===== config.mk =====
export PLATFORM = sky130hd
export DESIGN_NAME = time_set_controller_flat
export DESIGN_NICKNAME = d
export VERILOG_FILES = /design/src/rtl/time_set_controller_pkg.sv /design/src/rtl/time_set_controller_if.sv /design/src/rtl/time_set_controller_btn_repeat.sv /design/src/rtl/time_set_controller.sv /design/src/flat_wrapper.sv
export SDC_FILE = /design/constraint.sdc
export NUM_CORES = 1
export LEC_CHECK = 0
export CAP_MARGIN = 20
export CORE_MARGIN = 5
export CORE_UTILIZATION = 51
export DETAILED_ROUTE_END_ITERATION = 12
export DONT_BUFFER_PORTS = 1
export PLACE_DENSITY = 0.66
export RECOVER_POWER = 100
export SYNTH_ARGS = -nofsm -noshare
export SYNTH_HDL_FRONTEND = slang
export SYNTH_SLANG_ARGS = --single-unit

===== constraint.sdc =====
create_clock -name clk -period 3.22 [get_ports clk]
set_clock_uncertainty 0.2 [all_clocks]
set_input_delay 0.644 -clock clk [delete_from_list [all_inputs] [get_ports clk]]
set_output_delay 0.644 -clock clk [all_outputs]
set_load 0.05 [all_outputs]

===== src/rtl/time_set_controller_pkg.sv =====
// Shared definitions for the time/alarm set controller and the mode selector.
// Holds the mode codes, the field encodings driven on field_sel, the edit-state
// enumeration (whose encoding equals the field encoding) and a width helper.
package time_set_controller_pkg;

    typedef enum logic [2:0] {
        ModeIdle      = 3'd0,
        ModeTime      = 3'd1,
        ModeTset      = 3'd2,
        ModeAset      = 3'd3,
        ModeStopwatch = 3'd4
    } mode_e;

    localparam logic [1:0] FIELD_NONE = 2'd0;
    localparam logic [1:0] FIELD_HH   = 2'd1;
    localparam logic [1:0] FIELD_MM   = 2'd2;
    localparam logic [1:0] FIELD_SS   = 2'd3;

    typedef enum logic [1:0] {
        StIdle    = FIELD_NONE,
        StHours   = FIELD_HH,
        StMinutes = FIELD_MM,
        StSeconds = FIELD_SS
    } edit_state_e;

    // Bits needed to hold values 0..max_val.
    function automatic int unsigned cnt_width(input int unsigned max_val);
        return (max_val < 1) ? 1 : $clog2(max_val + 1);
    endfunction

endpackage


===== src/rtl/time_set_controller_if.sv =====
// Bus between the button/mode side and the time-set controller.
// i_*: tick, mode code, set/up/down levels (driven by master).
// o_*: edit_active, field_sel, target, inc, dec, blink (driven by slave).
interface time_set_controller_if;
    logic       i_tick;
    logic [2:0] i_mode;
    logic       i_set_btn;
    logic       i_up;
    logic       i_down;
    logic       o_edit_active;
    logic [1:0] o_field_sel;
    logic       o_target;
    logic       o_inc;
    logic       o_dec;
    logic       o_blink;

    modport master (
        output i_tick, i_mode, i_set_btn, i_up, i_down,
        input  o_edit_active, o_field_sel, o_target, o_inc, o_dec, o_blink
    );

    modport slave (
        input  i_tick, i_mode, i_set_btn, i_up, i_down,
        output o_edit_active, o_field_sel, o_target, o_inc, o_dec, o_blink
    );
endinterface


===== src/rtl/time_set_controller_btn_repeat.sv =====
// Rising-edge detector plus auto-repeat for one up/down button.
// Ports: clk, rst (async, active-high), i_level (button level), i_tick (1 ms pulse),
// i_clear (suppress strobes and restart the hold count), o_rise (raw rising edge,
// unaffected by i_clear), o_strobe (edge or repeat strobe, combinational).
module time_set_controller_btn_repeat
    import time_set_controller_pkg::*;
#(
    parameter int unsigned REPEAT_DELAY = 500,
    parameter int unsigned REPEAT_RATE  = 100
) (
    input  logic clk,
    input  logic rst,
    input  logic i_level,
    input  logic i_tick,
    input  logic i_clear,
    output logic o_rise,
    output logic o_strobe
);
    localparam int unsigned CNT_MAX = REPEAT_DELAY + REPEAT_RATE - 1;
    localparam int unsigned CW      = cnt_width(CNT_MAX);

    logic          r_prev;
    logic [CW-1:0] r_cnt;
    logic [CW-1:0] w_cnt_nxt;
    logic          w_fire;

    assign o_rise = i_level & ~r_prev;

    // After the first repeat the count parks at REPEAT_DELAY and runs up to
    // CNT_MAX, so it never exceeds CNT_MAX and never wraps.
    always_comb begin
        w_cnt_nxt = r_cnt;
        w_fire    = 1'b0;
        if (i_clear || !i_level) begin
            w_cnt_nxt = '0;
        end else if (i_tick) begin
            if (r_cnt == CW'(REPEAT_DELAY - 1) || r_cnt == CW'(CNT_MAX)) begin
                w_fire    = 1'b1;
                w_cnt_nxt = CW'(REPEAT_DELAY);
            end else begin
                w_cnt_nxt = r_cnt + 1'b1;
            end
        end
    end

    assign o_strobe = !i_clear && (o_rise || w_fire);

    always_ff @(posedge clk or posedge rst) begin
        if (rst) begin
            r_prev <= 1'b0;
            r_cnt  <= '0;
        end else begin
            r_prev <= i_level;
            r_cnt  <= w_cnt_nxt;
        end
    end

endmodule


===== src/rtl/time_set_controller.sv =====
// Field-by-field editor for time and alarm registers.
// Ports: clk, rst (async, active-high), bus (slave): tick/mode/set/up/down in;
// edit_active, field_sel, target, inc/dec strobes and blink out, all registered.
module time_set_controller
    import time_set_controller_pkg::*;
#(
    parameter logic [2:0]  MODE_TSET    = ModeTset,
    parameter logic [2:0]  MODE_ASET    = ModeAset,
    parameter int unsigned REPEAT_DELAY = 500,
    parameter int unsigned REPEAT_RATE  = 100,
    parameter int unsigned TIMEOUT      = 10000,
    parameter int unsigned BLINK_HALF   = 250
) (
    input logic                  clk,
    input logic                  rst,
    time_set_controller_if.slave bus
);
    localparam int unsigned TW = cnt_width(TIMEOUT);
    localparam int unsigned BW = cnt_width(BLINK_HALF);

    edit_state_e r_state;
    edit_state_e w_state_nxt;
    logic [2:0]  r_mode;
    logic        r_set_prev;
    logic        r_target;
    logic        r_inc;
    logic        r_dec;
    logic        r_blink;
    logic        r_edit_active;
    logic [TW-1:0] r_to_cnt;
    logic [TW-1:0] w_to_cnt_nxt;
    logic [BW-1:0] r_blink_cnt;
    logic [BW-1:0] w_blink_cnt_nxt;
    logic        w_blink_nxt;
    logic        w_target_nxt;
    logic        w_set_rise;
    logic        w_up_rise;
    logic        w_dn_rise;
    logic        w_up_strobe;
    logic        w_dn_strobe;
    logic        w_editing;
    logic        w_mode_ok;
    logic        w_any_rise;
    logic        w_to_expire;
    logic        w_change;
    logic        w_rep_clear;

    assign w_editing   = (r_state != StIdle);
    assign w_set_rise  = bus.i_set_btn & ~r_set_prev;
    assign w_mode_ok   = (bus.i_mode == MODE_TSET) || (bus.i_mode == MODE_ASET);
    assign w_any_rise  = w_set_rise | w_up_rise | w_dn_rise;
    assign w_to_expire = w_editing && bus.i_tick && !w_any_rise &&
                         (r_to_cnt == TW'(TIMEOUT - 1));
    assign w_change    = (w_state_nxt != r_state);
    // State changes, IDLE and both-buttons-held all suppress strobes and restart holds.
    assign w_rep_clear = !w_editing || w_change || (bus.i_up && bus.i_down);

    time_set_controller_btn_repeat #(
        .REPEAT_DELAY (REPEAT_DELAY),
        .REPEAT_RATE  (REPEAT_RATE)
    ) u_up (
        .clk      (clk),
        .rst      (rst),
        .i_level  (bus.i_up),
        .i_tick   (bus.i_tick),
        .i_clear  (w_rep_clear),
        .o_rise   (w_up_rise),
        .o_strobe (w_up_strobe)
    );

    time_set_controller_btn_repeat #(
        .REPEAT_DELAY (REPEAT_DELAY),
        .REPEAT_RATE  (REPEAT_RATE)
    ) u_dn (
        .clk      (clk),
        .rst      (rst),
        .i_level  (bus.i_down),
        .i_tick   (bus.i_tick),
        .i_clear  (w_rep_clear),
        .o_rise   (w_dn_rise),
        .o_strobe (w_dn_strobe)
    );

    // Mode mismatch beats set, set beats timeout.
    always_comb begin
        w_state_nxt = r_state;
        unique case (r_state)
            StIdle: begin
                if (w_set_rise && w_mode_ok) w_state_nxt = StHours;
            end
            StHours, StMinutes, StSeconds: begin
                if (bus.i_mode != r_mode) begin
                    w_state_nxt = StIdle;
                end else if (w_set_rise) begin
                    w_state_nxt = (r_state == StSeconds) ? StIdle
                                                         : edit_state_e'(r_state + 2'd1);
                end else if (w_to_expire) begin
                    w_state_nxt = StIdle;
                end
            end
            default: w_state_nxt = StIdle;
        endcase
    end

    always_comb begin
        w_to_cnt_nxt = r_to_cnt;
        if (!w_editing || w_change || w_any_rise) begin
            w_to_cnt_nxt = '0;
        end else if (bus.i_tick && (r_to_cnt < TW'(TIMEOUT))) begin
            w_to_cnt_nxt = r_to_cnt + 1'b1;
        end
    end

    always_comb begin
        w_blink_nxt     = r_blink;
        w_blink_cnt_nxt = r_blink_cnt;
        if (w_state_nxt == StIdle || w_change || w_up_strobe || w_dn_strobe) begin
            w_blink_nxt     = 1'b1;
            w_blink_cnt_nxt = '0;
        end else if (bus.i_tick) begin
            if (r_blink_cnt == BW'(BLINK_HALF - 1)) begin
                w_blink_nxt     = ~r_blink;
                w_blink_cnt_nxt = '0;
            end else begin
                w_blink_cnt_nxt = r_blink_cnt + 1'b1;
            end
        end
    end

    always_comb begin
        w_target_nxt = r_target;
        if (w_state_nxt == StIdle) begin
            w_target_nxt = 1'b0;
        end else if (!w_editing) begin
            w_target_nxt = (bus.i_mode == MODE_ASET);
        end
    end

    always_ff @(posedge clk or posedge rst) begin
        if (rst) begin
            r_state       <= StIdle;
            r_mode        <= '0;
            r_set_prev    <= 1'b0;
            r_target      <= 1'b0;
            r_inc         <= 1'b0;
            r_dec         <= 1'b0;
            r_blink       <= 1'b1;
            r_edit_active <= 1'b0;
            r_to_cnt      <= '0;
            r_blink_cnt   <= '0;
        end else begin
            r_state       <= w_state_nxt;
            // Tracks the mode while idle so it holds the entry mode during editing.
            if (!w_editing) r_mode <= bus.i_mode;
            r_set_prev    <= bus.i_set_btn;
            r_target      <= w_target_nxt;
            r_inc         <= w_up_strobe;
            r_dec         <= w_dn_strobe;
            r_blink       <= w_blink_nxt;
            r_edit_active <= (w_state_nxt != StIdle);
            r_to_cnt      <= w_to_cnt_nxt;
            r_blink_cnt   <= w_blink_cnt_nxt;
        end
    end

    assign bus.o_edit_active = r_edit_active;
    assign bus.o_field_sel   = r_state;
    assign bus.o_target      = r_target;
    assign bus.o_inc         = r_inc;
    assign bus.o_dec         = r_dec;
    assign bus.o_blink       = r_blink;

endmodule


===== src/flat_wrapper.sv =====
// flat-port wrapper written by rule: the top's interface ports become plain ports
module time_set_controller_flat import time_set_controller_pkg::*;
#(
    parameter logic [2:0]  MODE_TSET    = ModeTset,
    parameter logic [2:0]  MODE_ASET    = ModeAset,
    parameter int unsigned REPEAT_DELAY = 500,
    parameter int unsigned REPEAT_RATE  = 100,
    parameter int unsigned TIMEOUT      = 10000,
    parameter int unsigned BLINK_HALF   = 250
)
  (clk, rst, bus_i_tick, bus_i_mode, bus_i_set_btn, bus_i_up, bus_i_down, bus_o_edit_active, bus_o_field_sel, bus_o_target, bus_o_inc, bus_o_dec, bus_o_blink);
  time_set_controller_if bus_i ();
  input logic clk;
  input logic rst;
  input wire logic [$bits(bus_i.i_tick)-1:0] bus_i_tick;
  input wire logic [$bits(bus_i.i_mode)-1:0] bus_i_mode;
  input wire logic [$bits(bus_i.i_set_btn)-1:0] bus_i_set_btn;
  input wire logic [$bits(bus_i.i_up)-1:0] bus_i_up;
  input wire logic [$bits(bus_i.i_down)-1:0] bus_i_down;
  output wire logic [$bits(bus_i.o_edit_active)-1:0] bus_o_edit_active;
  output wire logic [$bits(bus_i.o_field_sel)-1:0] bus_o_field_sel;
  output wire logic [$bits(bus_i.o_target)-1:0] bus_o_target;
  output wire logic [$bits(bus_i.o_inc)-1:0] bus_o_inc;
  output wire logic [$bits(bus_i.o_dec)-1:0] bus_o_dec;
  output wire logic [$bits(bus_i.o_blink)-1:0] bus_o_blink;
  assign bus_i.i_tick = bus_i_tick;
  assign bus_i.i_mode = bus_i_mode;
  assign bus_i.i_set_btn = bus_i_set_btn;
  assign bus_i.i_up = bus_i_up;
  assign bus_i.i_down = bus_i_down;
  assign bus_o_edit_active = bus_i.o_edit_active;
  assign bus_o_field_sel = bus_i.o_field_sel;
  assign bus_o_target = bus_i.o_target;
  assign bus_o_inc = bus_i.o_inc;
  assign bus_o_dec = bus_i.o_dec;
  assign bus_o_blink = bus_i.o_blink;
  time_set_controller #(.MODE_TSET(MODE_TSET), .MODE_ASET(MODE_ASET), .REPEAT_DELAY(REPEAT_DELAY), .REPEAT_RATE(REPEAT_RATE), .TIMEOUT(TIMEOUT), .BLINK_HALF(BLINK_HALF)) u_core (.clk(clk), .rst(rst), .bus(bus_i));
endmodule

# After elaboration in Yosys (flattened, before gate mapping)
# Cells that the tools add are included.
# word_totals
regBits	55
output_inout_bits	7
word_cells	108
# op_classes
add_sub_neg	5
n_lt_le_gt_ge	1
n_eq_ne	14
n_mux	28
n_bitwise	9
n_reduce_logical	37
# op_table
operator	count
$mux 10	6
$mux 14	2
$mux 8	3
$add 10x1->10 const B	2
$eq 10x10->1 const B	2
$eq 10x9->1 const B	2
$add 14x1->14 const B	1
$eq 14x14->1 const B	1
$lt 14x14->1 const B	1
$reduce_bool 2->1	7
$logic_or 1x1->1	13
$mux 1	11
$mux 2	5
$add 8x1->8 const B	1
$eq 8x8->1 const B	1
$logic_and 1x1->1	8
$eq 3x2->1 const B	2
$logic_not 1->1	5
$eq 2x2->1 const B	2
$logic_not 2->1	2
$not 1->1	4
$pmux 2 s2	1
$and 1x1->1	3
$ne 3x3->1	1
7 further kinds	8

# Depth between registers and ports, before layout
# Gate-level depths: netlist of run 1.
# depth
ltp_word	22
ltp_mapped	9
ltp_nobuf	8

# Hierarchy
# Synthesis of run 1 repeated with hierarchy kept, for this count alone.
# unflattened
cells_unflattened	341
area_unflattened_um2	3198.1
# by_module_without_submodules
module	n_inst	cells_each	area_per_inst_um2	seq_area_each_um2
time_set_controller	1	205	1919.3	827.0
time_set_controller_btn_repeat	2	68	639.4	275.3

# Worst setup path after synthesis of run 1
# Ideal clock, no wire load.
# synth_path
path_type	register to register
start	reg u_core.r_state[0], in the netlist u_core.bus.o_field_sel[0]
end	reg u_core.r_blink, in the netlist u_core.bus.o_blink
setup_ps	94
t_arrival_ps	2549
path_slack_ps	377
stages_incl_launch_ff	9
path_buffers	0
period_less_slack_ps	2843
path_cell_list	dfrtp_1 inv_1 ha_1 inv_1 o21ai_0 o221ai_1 o221a_2 nand3_1 or4_1
# synth_between
elab_chain_cells	19
elab_cells_between_ends	37
classes_between	1 x add/sub; 4 x eq/ne; 9 x mux; 23 x reduce/logical
# synth_rtl
item	line_no	rtl
start: declaration	time_set_controller.sv:21	edit_state_e r_state;
start signal: assignment	time_set_controller.sv:141	r_state <= StIdle;
start signal: assignment	time_set_controller.sv:152	r_state <= w_state_nxt;
$reduce_bool 2->1	time_set_controller.sv:48	assign w_editing = (r_state != StIdle);
$logic_and 1x1->1 (3 in a row)	time_set_controller.sv:52	assign w_to_expire = w_editing && bus.i_tick && !w_any_rise &&
$mux 2	time_set_controller.sv:97	end else if (w_to_expire) begin
$mux 2	time_set_controller.sv:94	end else if (w_set_rise) begin
$mux 2	time_set_controller.sv:92	if (bus.i_mode != r_mode) begin
$pmux 2 s2	time_set_controller.sv:87	unique case (r_state)
$ne 2x2->1	time_set_controller.sv:54	assign w_change = (w_state_nxt != r_state);
$logic_or 1x1->1 (2 in a row)	time_set_controller.sv:56	assign w_rep_clear = !w_editing || w_change || (bus.i_up && bus.i_down);
$logic_or 1x1->1	time_set_controller_btn_repeat.sv:34	if (i_clear || !i_level) begin
$mux 1	time_set_controller_btn_repeat.sv:34	
$logic_or 1x1->1	time_set_controller_btn_repeat.sv:46	assign o_strobe = !i_clear && (o_rise || w_fire);
$logic_and 1x1->1	time_set_controller_btn_repeat.sv:46	
$logic_or 1x1->1	time_set_controller.sv:117	if (w_state_nxt == StIdle || w_change || w_up_strobe || w_dn_strobe) begin
$logic_or 1x1->1 (*)	time_set_controller.sv:117	
$reduce_bool 2->1 (no source line)	-	
$reduce_and 2->1 (no source line)	-	
end signal: assignment	time_set_controller.sv:159	r_blink <= w_blink_nxt;
end: declaration	time_set_controller.sv:28	logic r_blink;
# Mark *: on every way between the ends. The rest lies on a longest branch, timed or not.
# A chain may end at the register's enable or synchronous reset.

# Worst setup path after layout of run 1
# layout_path
start	reg u_core.r_state[1], in the netlist u_core.bus.o_field_sel[1]
end	reg u_core.r_blink, in the netlist u_core.bus.o_blink
# The elaborated chain is that of the path after synthesis.

==> summary.txt, run 1 <==
Status
  – Status: finished, final reports clean

Clock network
  – Clk slew on worst S/H paths: 0.10 ns
  – Worst-skew pair later-pin latency: 0.30 ns
  – CTS Root Cell: clkbuf_8
  – CTS tree: built
  – TritonCTS buffer count: 5
  – Clk buf depth: 2
  – # Post-CTS Setup Buffers: 0
  – PostCTS Resize Cnt: 0
  – Clock sink count: 55
  – H-tree lvl count: 2

Worst hold path
  – Hold Crit Class: in -> reg

Synthesis
  – Largest family of logic cells by synthesized area: simple AND/OR/NAND/NOR gates
  – Synth top area share: 0.4476
  – Yosys reg bits: 55
  – Synth Area in Compound Gates: 0.1177
  – Synth Cell Area: 0.003019 mm2
  – Post-Synth Simple-Gate Area: 0.2466
  – Asr flop ratio synth: 1.000
  – Ranking of synthesized cells by area: dfrtp_1 45%, xor2_1 5.5%, xnor2_1 5.2%
  – Synth Area in XOR/XNOR: 0.1073
  – Mapped Cells: 308
  – Synth cell types: 53
  – Synth Area per Inst: 9.802 um2
  – Syn Nets: 324
  – EDFF count, synth: 0
  – Adder-Cell Fraction of Synth Area: 0.02901
  – Ys flop type: dfrtp_1
  – Yosys top cell by area: dfrtp_1
  – Post-synthesis mux area share: 0.01450
  – Yosys warnings: 0
  – Post-synthesis sequential area ratio: 0.4563

Floorplan
  – Die H: 86.94 um
  – Rows: 28
  – Top-Level Pins: 16
  – Core box area: 0.005851 mm2
  – Die width: 86.94 um
  – Initial Util: 0.5160
  – Die ar.: 0.007559 mm2

Finish
  – Most frequent cells in the layout: 54 x dfrtp_1, 37 x nor2_1, 25 x nand2_1, 19 x xor2_1
  – Core Util, Final: 0.5490
  – Layout cells sized above 1: 0.07886
  – Most common cell after layout, fill and taps aside: dfrtp_1
  – # diodes: 0
  – Fin nets: 332
  – Area delta synth->final: 6.382%

Critical path
  – Max incr delay on CP: 0.49 ns
  – Endpoint class of the critical path: register
  – Crit-path max FO: 9
  – Cell Chain, Critical Path: inv_1 -> ha_1 -> clkbuf_1 -> a2111oi_4 -> and4b_4 -> a31oi_1 -> nand3_1 -> or4_1
  – Req. time, crit path: 3.25 ns
  – CP arrival: 2.84 ns
  – Slowest CP cell: or4_1
  – Crit Path Category: reg -> reg
  – CP Launch Type: register

Drt
  – Initial DRT Pass Iterations: 6
  – Post-Route WL: 5663 um
  – Post-route DRC: 0
  – Post-route ant nets: 0
  – WL/cell: 14.45 um
  – Via-per-instance ratio: 5.612
  – 1st-iter DRT viols: 90
  – Vias: 2200

STA
  – Period utilization: 0.8731
  – Endpoints failing setup: 0
  – Unrepaired setup endpoints after global routing: no
  – Final critical-path required period: 2.811 ns
  – Slew Limit Fails: 0
  – Slew headroom: 0.4287
  – Setup TNS: 0 ns
  – Worst-margin pin slew: 0.8570 ns
  – Fmax: 355.7 MHz
  – Final hold viol count: 0

Global routing
  – GRT overflow: 0
  – Largest net degree at the start of global routing: 24
  – Total GRT Usage: 0.1664
  – Antenna violations before repair: 0
  – Number of global-route vias before repair: 2186
  – First-pass GRT wire length: 10140 um

Run
  – Max Cap Viol: 0

Placed design
  – IO Port Bufs: 0
  – Hpwl dp: 4109 um
  – Gpl congestion: 0.8616

Pwr
  – Maximum VDD drop: 0.4006 mV
  – PD cells: 479.8 mW/mm2
  – Pleak: 1.231 nW
[final timing paths]
kind | from | slack, ns | cells past startpoint | endpoint
worst max-delay path | u_core.bus.o_field_sel[1] | 0.41 | 8 | u_core.bus.o_blink
worst min-delay path | bus_i_set_btn | 0.16 | 0 | u_core.r_set_prev
worst max register to register | u_core.bus.o_field_sel[1] | 0.41 | 8 | u_core.bus.o_blink
worst min register to register | u_core.u_up.r_prev | 0.29 | 1 | u_core.bus.o_inc
max in group asynchronous | rst | 0.96 | 3 | u_core.u_up.r_prev
min in group asynchronous | rst | 0.66 | 2 | u_core.r_to_cnt[6]
[timing repair]
action / in CTS / in global routing
endpoints found under the hold margin: 16 / 0
endpoints found under the setup margin: 0 / 0
hold buffers: 1 / 0
[report_power, final]
group | switching (mW) | internal, mW
combinational | 0.230 | 0.121
clock | 0.219 | 0.174
sequential | 0.0633 | 0.733
[sequential cells by signal, indices dropped and copies added (netlist names), 2 cells and up]
name	flops
u_core.bus.o_field_sel	2
u_core.r_blink_cnt	8
u_core.r_mode	3
u_core.r_to_cnt	14
u_core.u_dn.r_cnt	10
u_core.u_up.r_cnt	10
[cells in the mapped netlist, types with 2 or more instances]
cell       count
nor2_1        37
a31oi_1        3
nand4_1       13
o21ai_0        5
nor4b_1        3
xor2_1        19
a21oi_1       18
inv_1         12
ha_1           7
mux2_2         3
clkbuf_1       2
xnor2_1       18
dfrtp_1       54
nand2b_4       2
nor3b_1        3
nor2b_1        2
nand2_1       25
and3_1         2
or3_1          6
nand3_1       13
buf_2          3
nor4_1         7
nor3_1        17
a2111oi_4      3
nand4b_1       2
a211oi_1       2
[worst max-delay path, delay by kind of cell (launching register included)]
family                   cells  cell delay, ns
adder cells (fa/ha/maj)      1            0.38
AO/OA/AOI/OAI                2            0.30
flip-flops                   1            0.39
buffers and inverters        2            0.44
AND/OR/NAND/NOR              3            1.04
[layout make-up]
cell class | instances | area [um2]
clock buffer | 7 | 86.33
clock inverter | 1 | 5.005
fill | 511 | 2639
inverter | 13 | 48.80
multi-input combinational | 233 | 1549
sequential | 55 | 1378
tap | 75 | 93.84
timing repair buffer | 8 | 51.30
[cells by family (layout without fill, tap and decap cells)]
group / after synthesis / count (layout)
buffers and inverters: 20 / 29
AOI/OAI and AO/OA: 45 / 45
xor gates and xnor gates: 37 / 37
and+or+nand+nor: 140 / 140
muxes: 4 / 4
adders and majority gates: 7 / 7
DFF: 55 / 55
[metal layers]
layer | track usage | part of all wire | up-vias
met2 | 0.2919 | 0.49 | 40
met4 | 0.04249 | 0.010 | 0
met1 | 0.2070 | 0.47 | 1038
met5 | 0 | 0 | -
li1 | - | - | 1115
met3 | 0.03595 | 0.037 | 7
[through the flow]
step / hold WS [ns] / instance area, um2 / total power [mW] / setup slack, ns / cells
floorplan: 0.2438 / 3019 / 1.093 / 0.3770 / 308
global placement: 0.2737 / 3128 / 1.165 / 0.6222 / 383
detailed placement: 0.2764 / 3128 / 1.171 / 0.5316 / 383
CTS: 0.1531 / 3229 / 1.563 / 0.5041 / 392
global route: 0.1378 / 3212 / 1.627 / 0.2237 / 392
finish: 0.1623 / 3212 / 1.541 / 0.4087 / 392
Note: power is estimated with default switching activity, not from simulation.
==> inputs of run 2 (changes only) <==
Settings changed: ABC_AREA from default to 1, CORE_MARGIN 5 to default, SYNTH_HIERARCHICAL from default to 1.
==> summary.txt, run 2 <==
Status
  – Status: finished with violations
  – Failing checks: hold timing, capacitance limit, slew limit

Floorplan
  – Die ar.: 0.006850 mm2
  – Rows: 29
  – Die H: 82.77 um
  – Die width: 82.77 um
  – Top-Level Pins: 16
  – Core box area: 0.006314 mm2
  – Initial Util: 0.5270

Finish
  – Most common cell after layout, fill and taps aside: nand2_1
  – Non-Filler Instances: 554
  – Max reg flops: 14
  – Fillers: 588
  – Layout cells sized above 1: 0.1342
  – Largest Register: u_core/r_to_cnt
  – Most frequent cells in the layout: 113 x nand2_1, 65 x nor2_1, 55 x inv_1, 52 x dfrtp_1, 48 x nand3_1
  – Fin nets: 492
  – Design Area, Final: 0.003677 mm2
  – # diodes: 0
  – Area delta synth->final: 10.53%
  – Regs by FF count: u_core/r_to_cnt (14), u_core/u_dn/r_cnt (10), u_core/u_up/r_cnt (10)

Synthesis
  – Post-synthesis sequential area ratio: 0.4141
  – Synth cell types: 34
  – EDFF count, synth: 0
  – Ranking of synthesized cells by area: dfrtp_1 41%, nand2_1 13%, nor2_1 7.6%
  – Syn Nets: 469
  – Yosys warnings: 6
  – Synth top area share: 0.4062
  – Synth Cell Area: 0.003327 mm2
  – Commonest cells in the synthesized netlist: 113 x nand2_1, 67 x nor2_1, 57 x inv_1
  – Most frequent cell after synthesis: nand2_1
  – Asr flop ratio synth: 1.000
  – Ys flop type: dfrtp_1
  – Mapped Cells: 453
  – Yosys reg bits: 55
  – Yosys top cell by area: dfrtp_1
  – Synth Area per Inst: 7.344 um2

Clock network
  – Clock sink count: 55
  – Clk slew on worst S/H paths: 0.11 ns
  – TritonCTS buffer count: 5
  – H-tree lvl count: 2
  – Worst-skew pair later-pin latency: 0.32 ns
  – CTS tree: built
  – CTS Root Cell: clkbuf_8
  – Clk buf depth: 2

Drt
  – Post-route DRC: 0
  – Post-Route WL: 6999 um
  – Initial DRT Pass Iterations: 4
  – Vias: 2888
  – Post-route ant nets: 0
  – WL/cell: 12.63 um
  – Via-per-instance ratio: 5.213
  – 1st-iter DRT viols: 143

STA
  – Final critical-path required period: 3.003 ns
  – Fmax: 333.0 MHz
  – Slew headroom: -0.2197
  – Endpoints failing setup: 0
  – Period utilization: 0.9326
  – Slew Limit Fails: 34
  – Final hold slack: -0.004445 ns
  – Final hold viol count: 4
  – Worst-margin pin slew: 1.830 ns

Placed design
  – Hpwl dp: 5107 um
  – Post-placement cell count: 541
  – Gpl congestion: 0.9109
  – Placed inst area: 0.003507 mm2
  – IO Port Bufs: 0

Critical path
  – CP arrival: 3.07 ns
  – CP Launch Type: register
  – Endpoint class of the critical path: register
  – Req. time, crit path: 3.28 ns
  – R2R depth: 24
  – Crit Path Category: reg -> reg
  – Crit-path max FO: 8

Pwr
  – Pleak: 1.768 nW
  – PD cells: 552.8 mW/mm2
  – Maximum VDD drop: 0.2749 mV

Global routing
  – GRT overflow: 0
  – Largest net degree at the start of global routing: 34
  – First-pass GRT wire length: 11830 um
  – Antenna violations before repair: 0
  – Total GRT Usage: 0.2226
  – Number of global-route vias before repair: 2650

Run
  – Max Cap Viol: 1

Worst hold path
  – Hold Crit Class: in -> async
-- run 2: changes by cell type after synthesis, moves of 4 or more --
cell | previous run | this run
xor2_1 | 19 | 9
nand3_1 | 13 | 50
o21ai_0 | 5 | 10
or3_1 | 6 | 0
nand2_2 | 0 | 9
nor4_1 | 7 | 1
inv_1 | 12 | 57
nor3_1 | 17 | 5
nor2_4 | 0 | 4
nor2_1 | 37 | 67
xnor2_1 | 18 | 5
nand2_1 | 25 | 113
-- run 2: report_power, final --
group / total, mW / switching [mW] / internal, mW
Clock: 0.417 / 0.241 / 0.176
Combinational: 0.745 / 0.455 / 0.290
Sequential: 0.871 / 0.113 / 0.758
-- run 2: cell families (layout without fill, tap and decap cells) --
| group | Yosys count | after routing | synth area share |
|---|---|---|---|
| XOR/XNOR | 14 | 14 | 0.03686 |
| AND/OR/NAND/NOR | 272 | 272 | 0.3750 |
| adder cells (fa/ha/maj) | 7 | 7 | 0.02632 |
| flip-flops | 55 | 55 | 0.4141 |
| buffers and inverters | 65 | 89 | 0.08123 |
| AO/OA/AOI/OAI | 40 | 40 | 0.06657 |
-- run 2: repair_timing --
item                                   CTS  global route
setup endpoints to repair                8             9
gates resized for setup                  1            10
pin swaps                                1             6
setup buffers                            1             4
endpoints found under the hold margin    0             0
hold buffers                             0             0
gates cloned                             0             0
-- run 2: layer usage --
metal | routed length, um | track usage | up-vias
met4 | 55 | 0.05172 | 0
met2 | 3333 | 0.3779 | 51
met1 | 3371 | 0.2960 | 1346
li1 | - | - | 1486
met5 | 0 | 0 | -
met3 | 238 | 0.03626 | 5
-- run 2: final timing paths --
kind	endpoint	from	slack, ns
min reg2reg	u_core/bus.o_inc	u_core/u_up/r_prev	0.31
max	u_core/r_blink_cnt[0]	u_core/bus.o_field_sel[0]	0.22
max reg2reg	u_core/r_blink_cnt[0]	u_core/bus.o_field_sel[0]	0.22
min	u_core/u_dn/r_cnt[2]	rst	-0.004
max in group asynchronous	u_core/bus.o_field_sel[0]	rst	0.99
min in group clk	u_core/r_set_prev	bus_i_set_btn	0.14
-- run 2: worst max-delay path, stage by stage (launching register included) --
cell,delay (ns)
dfrtp_2,0.41
inv_2,0.06
ha_4,0.18
inv_1,0.08
nand2_1,0.06
nor2_1,0.12
nand3_1,0.11
nand2_1,0.07
nand2_1,0.08
nand2_1,0.08
nand3_1,0.08
nand3_2,0.09
nor2_4,0.05
nand3_2,0.07
nor2_2,0.06
nand2_1,0.05
inv_1,0.05
nand3_2,0.08
o21ai_1,0.09
or2_2,0.31
a21oi_2,0.14
nand2_2,0.09
nor2_4,0.19
nand2_1,0.08
nand2_1,0.07
-- run 2: metrics by stage --
stage	hold slack, ns	utilization	setup slack [ns]	setup TNS (ns)	total power [mW]
CTS	0.01079	0.5727	0.02227	0	1.978
detailed placement	0.2848	0.5555	-0.008446	-0.03345	1.540
finish	-0.004445	0.5824	0.2171	0	2.033
global placement	0.2767	0.5555	0.1113	0	1.531
floorplan	0.2557	-	0.02011	0	1.355
global route	0.02565	0.5824	-0.01800	-0.04001	2.166
-- run 2: final cells by class --
| type | instances | area, um2 | area share |
|---|---|---|---|
| Tap cell | 77 | 96.34 | 0.02620 |
| Clock buffer | 6 | 82.58 | 0.02246 |
| Clock inverter | 2 | 16.27 | 0.004423 |
| Timing Repair Buffer | 21 | 161.4 | 0.04389 |
| Multi-Input combinational cell | 333 | 1715 | 0.4665 |
| Inverter | 60 | 225.2 | 0.06125 |
| Sequential cell | 55 | 1380 | 0.3753 |
